===== src/rtl/switch_bounce_gen.sv =====
// Contact-bounce emulator: turns each clean level change into a toggle burst, a settle window, then the steady level.
// Optional macro BOUNCE_RANDOM_EN gates the burst toggles with an 8-bit LFSR.
module switch_bounce_gen #(
  parameter int       TICK_DIV     = 4,
  parameter int       BOUNCE_LEN   = 4,
  parameter int       STABLE_TICKS = 2,
  parameter logic [7:0] LFSR_SEED  = 8'hA5
) (
  input  logic       clk,
  input  logic       reset,
  input  logic       en,
  input  logic       sw_clean,
  output logic       sw_bouncy,
  output logic       busy,
  output logic       done,
  output logic [7:0] toggle_cnt
);

  localparam int PW       = $clog2(TICK_DIV);
  localparam int SLOT_MAX = (BOUNCE_LEN > STABLE_TICKS) ? BOUNCE_LEN : STABLE_TICKS;
  localparam int SW       = $clog2(SLOT_MAX + 1);

  localparam logic [PW-1:0] TICK_LAST = PW'(TICK_DIV - 1);
  localparam logic [SW-1:0] BOUNCE_LAST = SW'(BOUNCE_LEN);
  localparam logic [SW-1:0] STABLE_LAST = SW'(STABLE_TICKS);
  localparam logic [SW-1:0] SLOT_ONE    = SW'(1);

  typedef enum logic [1:0] {
    IDLE   = 2'd0,
    BOUNCE = 2'd1,
    SETTLE = 2'd2
  } state_t;

  state_t          state_q, state_d;
  logic [PW-1:0]   presc_q, presc_d;
  logic [SW-1:0]   slot_q, slot_d;
  logic            target_q, target_d;
  logic            level_q, level_d;
  logic            bouncy_q, bouncy_d;
  logic            busy_q, busy_d;
  logic            done_q, done_d;
  logic [7:0]      cnt_q, cnt_d;

  logic            tick;
  logic            toggle_ok;
  logic            bounce_tick;

  assign tick        = (presc_q == TICK_LAST);
  assign bounce_tick = (state_q == BOUNCE) && en && tick;

`ifdef BOUNCE_RANDOM_EN
  // A zero seed would lock the LFSR, so it is replaced by 1.
  localparam logic [7:0] LFSR_INIT = (LFSR_SEED == 8'h00) ? 8'h01 : LFSR_SEED;

  logic [7:0] lfsr_q, lfsr_d;

  always_comb begin
    lfsr_d = lfsr_q;
    if (bounce_tick) begin
      lfsr_d = {lfsr_q[6:0], lfsr_q[7] ^ lfsr_q[5] ^ lfsr_q[4] ^ lfsr_q[3]};
    end
  end

  always_ff @(posedge clk) begin
    if (reset) begin
      lfsr_q <= LFSR_INIT;
    end else begin
      lfsr_q <= lfsr_d;
    end
  end

  assign toggle_ok = lfsr_q[0];
`else
  logic unused_seed;
  logic unused_bounce_tick;
  assign unused_seed        = ^LFSR_SEED;
  assign unused_bounce_tick = bounce_tick;
  assign toggle_ok          = 1'b1;
`endif

  always_comb begin
    state_d  = state_q;
    presc_d  = presc_q;
    slot_d   = slot_q;
    target_d = target_q;
    level_d  = level_q;
    bouncy_d = bouncy_q;
    done_d   = 1'b0;

    case (state_q)
      IDLE: begin
        presc_d  = '0;
        bouncy_d = level_q;
        if (en && (sw_clean != level_q)) begin
          target_d = sw_clean;
          slot_d   = SLOT_ONE;
          bouncy_d = sw_clean;
          state_d  = BOUNCE;
        end
      end

      BOUNCE: begin
        if (!en) begin
          // Abort: jump straight to the new level without a done pulse.
          state_d  = IDLE;
          presc_d  = '0;
          bouncy_d = target_q;
          level_d  = target_q;
        end else begin
          presc_d = tick ? '0 : presc_q + 1'b1;
          if (tick) begin
            if (slot_q < BOUNCE_LAST) begin
              if (toggle_ok) begin
                bouncy_d = ~bouncy_q;
              end
              slot_d = slot_q + 1'b1;
            end else begin
              bouncy_d = target_q;
              slot_d   = SLOT_ONE;
              presc_d  = '0;
              state_d  = SETTLE;
            end
          end
        end
      end

      SETTLE: begin
        if (!en) begin
          state_d  = IDLE;
          presc_d  = '0;
          bouncy_d = target_q;
          level_d  = target_q;
        end else begin
          presc_d = tick ? '0 : presc_q + 1'b1;
          if (tick) begin
            if (slot_q < STABLE_LAST) begin
              slot_d = slot_q + 1'b1;
            end else begin
              level_d = target_q;
              done_d  = 1'b1;
              presc_d = '0;
              state_d = IDLE;
            end
          end
        end
      end

      default: begin
        state_d = IDLE;
        presc_d = '0;
      end
    endcase

    busy_d = (state_d != IDLE);

    // Every change of the registered output counts, saturating at 255.
    cnt_d = cnt_q;
    if ((bouncy_d != bouncy_q) && (cnt_q != 8'hFF)) begin
      cnt_d = cnt_q + 8'd1;
    end
  end

  always_ff @(posedge clk) begin
    if (reset) begin
      state_q  <= IDLE;
      presc_q  <= '0;
      slot_q   <= '0;
      target_q <= 1'b0;
      level_q  <= 1'b0;
      bouncy_q <= 1'b0;
      busy_q   <= 1'b0;
      done_q   <= 1'b0;
      cnt_q    <= 8'd0;
    end else begin
      state_q  <= state_d;
      presc_q  <= presc_d;
      slot_q   <= slot_d;
      target_q <= target_d;
      level_q  <= level_d;
      bouncy_q <= bouncy_d;
      busy_q   <= busy_d;
      done_q   <= done_d;
      cnt_q    <= cnt_d;
    end
  end

  assign sw_bouncy  = bouncy_q;
  assign busy       = busy_q;
  assign done       = done_q;
  assign toggle_cnt = cnt_q;

endmodule


===== config.mk =====
export PLATFORM = sky130hd
export DESIGN_NAME = switch_bounce_gen
export DESIGN_NICKNAME = d
export VERILOG_FILES = /design/src/rtl/switch_bounce_gen.sv
export SDC_FILE = /design/constraint.sdc
export NUM_CORES = 1
export LEC_CHECK = 0
export ABC_AREA = 1
export CELL_PAD_IN_SITES_DETAIL_PLACEMENT = 2
export CELL_PAD_IN_SITES_GLOBAL_PLACEMENT = 2
export CORE_UTILIZATION = 31
export DETAILED_ROUTE_END_ITERATION = 8
export PLACE_DENSITY = 0.81
export SLEW_MARGIN = 20
export SYNTH_ARGS = -nofsm -noshare
export SYNTH_HDL_FRONTEND = slang
export SYNTH_SLANG_ARGS = --single-unit
export TNS_END_PERCENT = 5

===== constraint.sdc =====
create_clock -name clk -period 2.3 [get_ports clk]
set_clock_uncertainty 0.15 [all_clocks]
set_input_delay 0.345 -clock clk [delete_from_list [all_inputs] [get_ports clk]]
set_output_delay 0.345 -clock clk [all_outputs]
set_load 0.01 [all_outputs]

==> impl_metrics.tcl, run 1 <==
set metrics [dict create \
    tns_ns 0 \
    endpoint_kind "register" \
    die_area_um2 4210 \
    synthXorXnorAreaFrac_pct 3.57 \
    cellPowerDensity_nw_per_um2 560 \
    synth_top_family_by_area "simple AND/OR/NAND/NOR gates" \
    fin_crit_sh_pct 86.4 \
    start_kind "register" \
    path_clk_slew_ns 0.08 \
    synth_common_cells "nand2_1 (32), dfxtp_1 (20), inv_1 (20)" \
    finalSetupViolations 0 \
    netlist_area_um2 1230 \
    synth_area_per_cell_um2 7.39 \
    hold_viol 0 \
    fillCellCount 443 \
    design_power_total_w 0.000815 \
    async_flop_share_pct 0 \
    cts_buffer_depth 2 \
    wirelength_um 3650 \
    n_antenna_cell 0 \
    initial_utilization_pct 33.0 \
    synth-compound-area-share_pct 14.6 \
    first_iter_violations 24 \
    synth_area_leaders "dfxtp_1 (33%), nand2_1 (9.8%), ha_1 (9.2%)" \
    synth_edf_count 0 \
    detailed_place_hpwl_um 2730 \
    synth_cell_type_count 25 \
    slew_headroom_pct 74.6 \
    utilization_pct 39.2 \
    critical_path_required_ns 2.31 \
    synth_cells 166 \
    max-vdd-ir-drop_mv 0.242 \
    cts_tree "done" \
    seq_area_frac_synth_pct 32.7 \
    cp_max_fo 9 \
    yosys.area.top_type "dfxtp_1" \
    min_period_ns 1.99 \
    vias_per_cell 5.09 \
    vias 1170 \
    synth_nets 179 \
    drv_cap 0 \
    antenna_found_initial 0 \
    ys.warnings.count 0 \
    synth.most_common_cell "nand2_1" \
    clkLatencyLatePin_ns 0.26 \
    post-route-drc-count 0 \
    grt_max_degree 12 \
    cts_resized 0 \
    grt_overflow 0 \
    synthAdderAreaFrac_pct 9.18 \
    area_growth_pct 18.8 \
    h-tree-depth 1 \
    portBuffers 14 \
    drive_above_1_share_pct 12.1 \
    firstDrtPassIters 4 \
    postCtsSetupBuffers 0 \
    ctsHoldBuffers 0 \
    rows 22 \
    rsz0062_at_grt "no" \
    synth_top_area_share_pct 32.7 \
    clock-sinks 20 \
    grt_use_total_pct 18.8 \
    holdWs_ns 0.347 \
    hp-class "register to register" \
    cts_root_buffer "clkbuf_8" \
    die_x_um 64.9 \
    core-area_um2 3720 \
    slew_viol_final 0 \
    tightest_slew_ns 0.378 \
    leakagePower_nw 0.622 \
    status "complete, no violations" \
    synthSimpleGateAreaFrac_pct 30.8 \
    synth-seq-cells 20 \
    fp.dieH_um 64.9 \
    ys.flop_type "dfxtp_1" \
    grt_first_pass_wirelength_um 6090 \
    numCtsBuffers 3 \
    routabilityCongestion 0.797 \
    synth_mux_area_share_pct 0 \
    layout.nets 197 \
    io_pins 15 \
    timing.fmax_ghz 0.503 \
    antenna_left 0 \
    grt_pass1_vias 1288 \
    path_class "register to register" \
    post_drt_wl_per_cell_um 15.9 \
    worstPathArrival_ns 1.99 \
]
## layout make-up
cell class / count / area (um^2) / share of cell area [%]
sequential: 20 / 400 / 27.5
multi-input combinational: 120 / 713 / 49.0
tap: 48 / 60.1 / 4.12
inverter: 23 / 86.3 / 5.93
clock buffer: 3 / 41.3 / 2.84
timing repair buffer: 16 / 155 / 10.7
## report_power, final
part	internal, W	switching [W]
Combinational	0.0000675	0.000112
Clock	0.000117	0.000128
Sequential	0.000368	0.0000228
Total	0.000553	0.000263
## registers in the layout, summed over array words and instances, names as in the netlist
register / cells
busy: 1
target_q: 1
level_q: 1
slot_q: 3
state_q: 2
sw_bouncy: 1
toggle_cnt: 8
presc_q: 2
done: 1
## cell usage in the layout (no fill, tap or decap), types with 2 or more instances in the layout
cell	count
a21oi_1	19
a21oi_2	2
buf_4	2
clkbuf_8	3
clkdlybuf4s50_1	14
dfxtp_1	20
ha_1	9
inv_1	20
inv_2	3
nand2_1	32
nand2_2	3
nand2_4	2
nand3_1	6
nand3_2	2
nand4_1	8
nor2_1	15
o211ai_1	2
o21ai_0	7
or2_2	2
xor2_1	5
## through the flow
step	cells	area, um^2	setup slack, ns
2_1_floorplan	166	1230	0.535
3_3_place_gp	227	1420	0.199
3_5_place_dp	227	1420	0.0974
4_1_cts	230	1460	0.307
5_1_grt	230	1460	0.147
6_report	230	1460	0.312
## worst paths after layout
path,slack [ns],cells past startpoint,start,to
setup reg to reg,0.31,10,state_q[0]$_SDFF_PP0_,toggle_cnt[1]$_SDFFE_PP0P_
hold / removal,0.35,2,slot_q[0]$_SDFFE_PP0P_,slot_q[0]$_SDFFE_PP0P_
setup / recovery,0.31,10,state_q[0]$_SDFF_PP0_,toggle_cnt[1]$_SDFFE_PP0P_
hold reg to reg,0.35,2,slot_q[0]$_SDFFE_PP0P_,slot_q[0]$_SDFFE_PP0P_
## critical path, cell delays in order (launching register included)
cell,delay [ns]
dfxtp_1,0.44
inv_1,0.09
ha_1,0.27
nand3_1,0.11
nand3b_1,0.08
nor2_1,0.12
nand2_2,0.10
nand2_2,0.17
nand3_4,0.17
nand2_1,0.12
a21oi_1,0.06
## logic make-up after synthesis
logic type	count (synthesis)
xor+xnor	5
fa+ha+maj	9
compound gates	32
flops	20
simple gates	74
buf+inv	26
## routing by layer
layer | share of wire (%) | vias up | track usage [%]
li1 | - | 576 | -
met1 | 47 | 582 | 23.1
met2 | 51 | 8 | 33.9
met3 | 1.5 | 4 | 2.64
met4 | 0.93 | 0 | 5.00
met5 | 0 | - | 0
Power figures use the tool's default switching activity.
==> run 2: changes to the inputs <==
- CAP_MARGIN: not set -> 40
==> results of run 2 <==
No change in the layout: final DEF, timing and power equal those of run 1.
==> run 3: changes to the inputs <==
- TNS_END_PERCENT: 5 -> 20
==> results of run 3 <==
No change in the layout: final DEF, timing and power equal those of run 1.
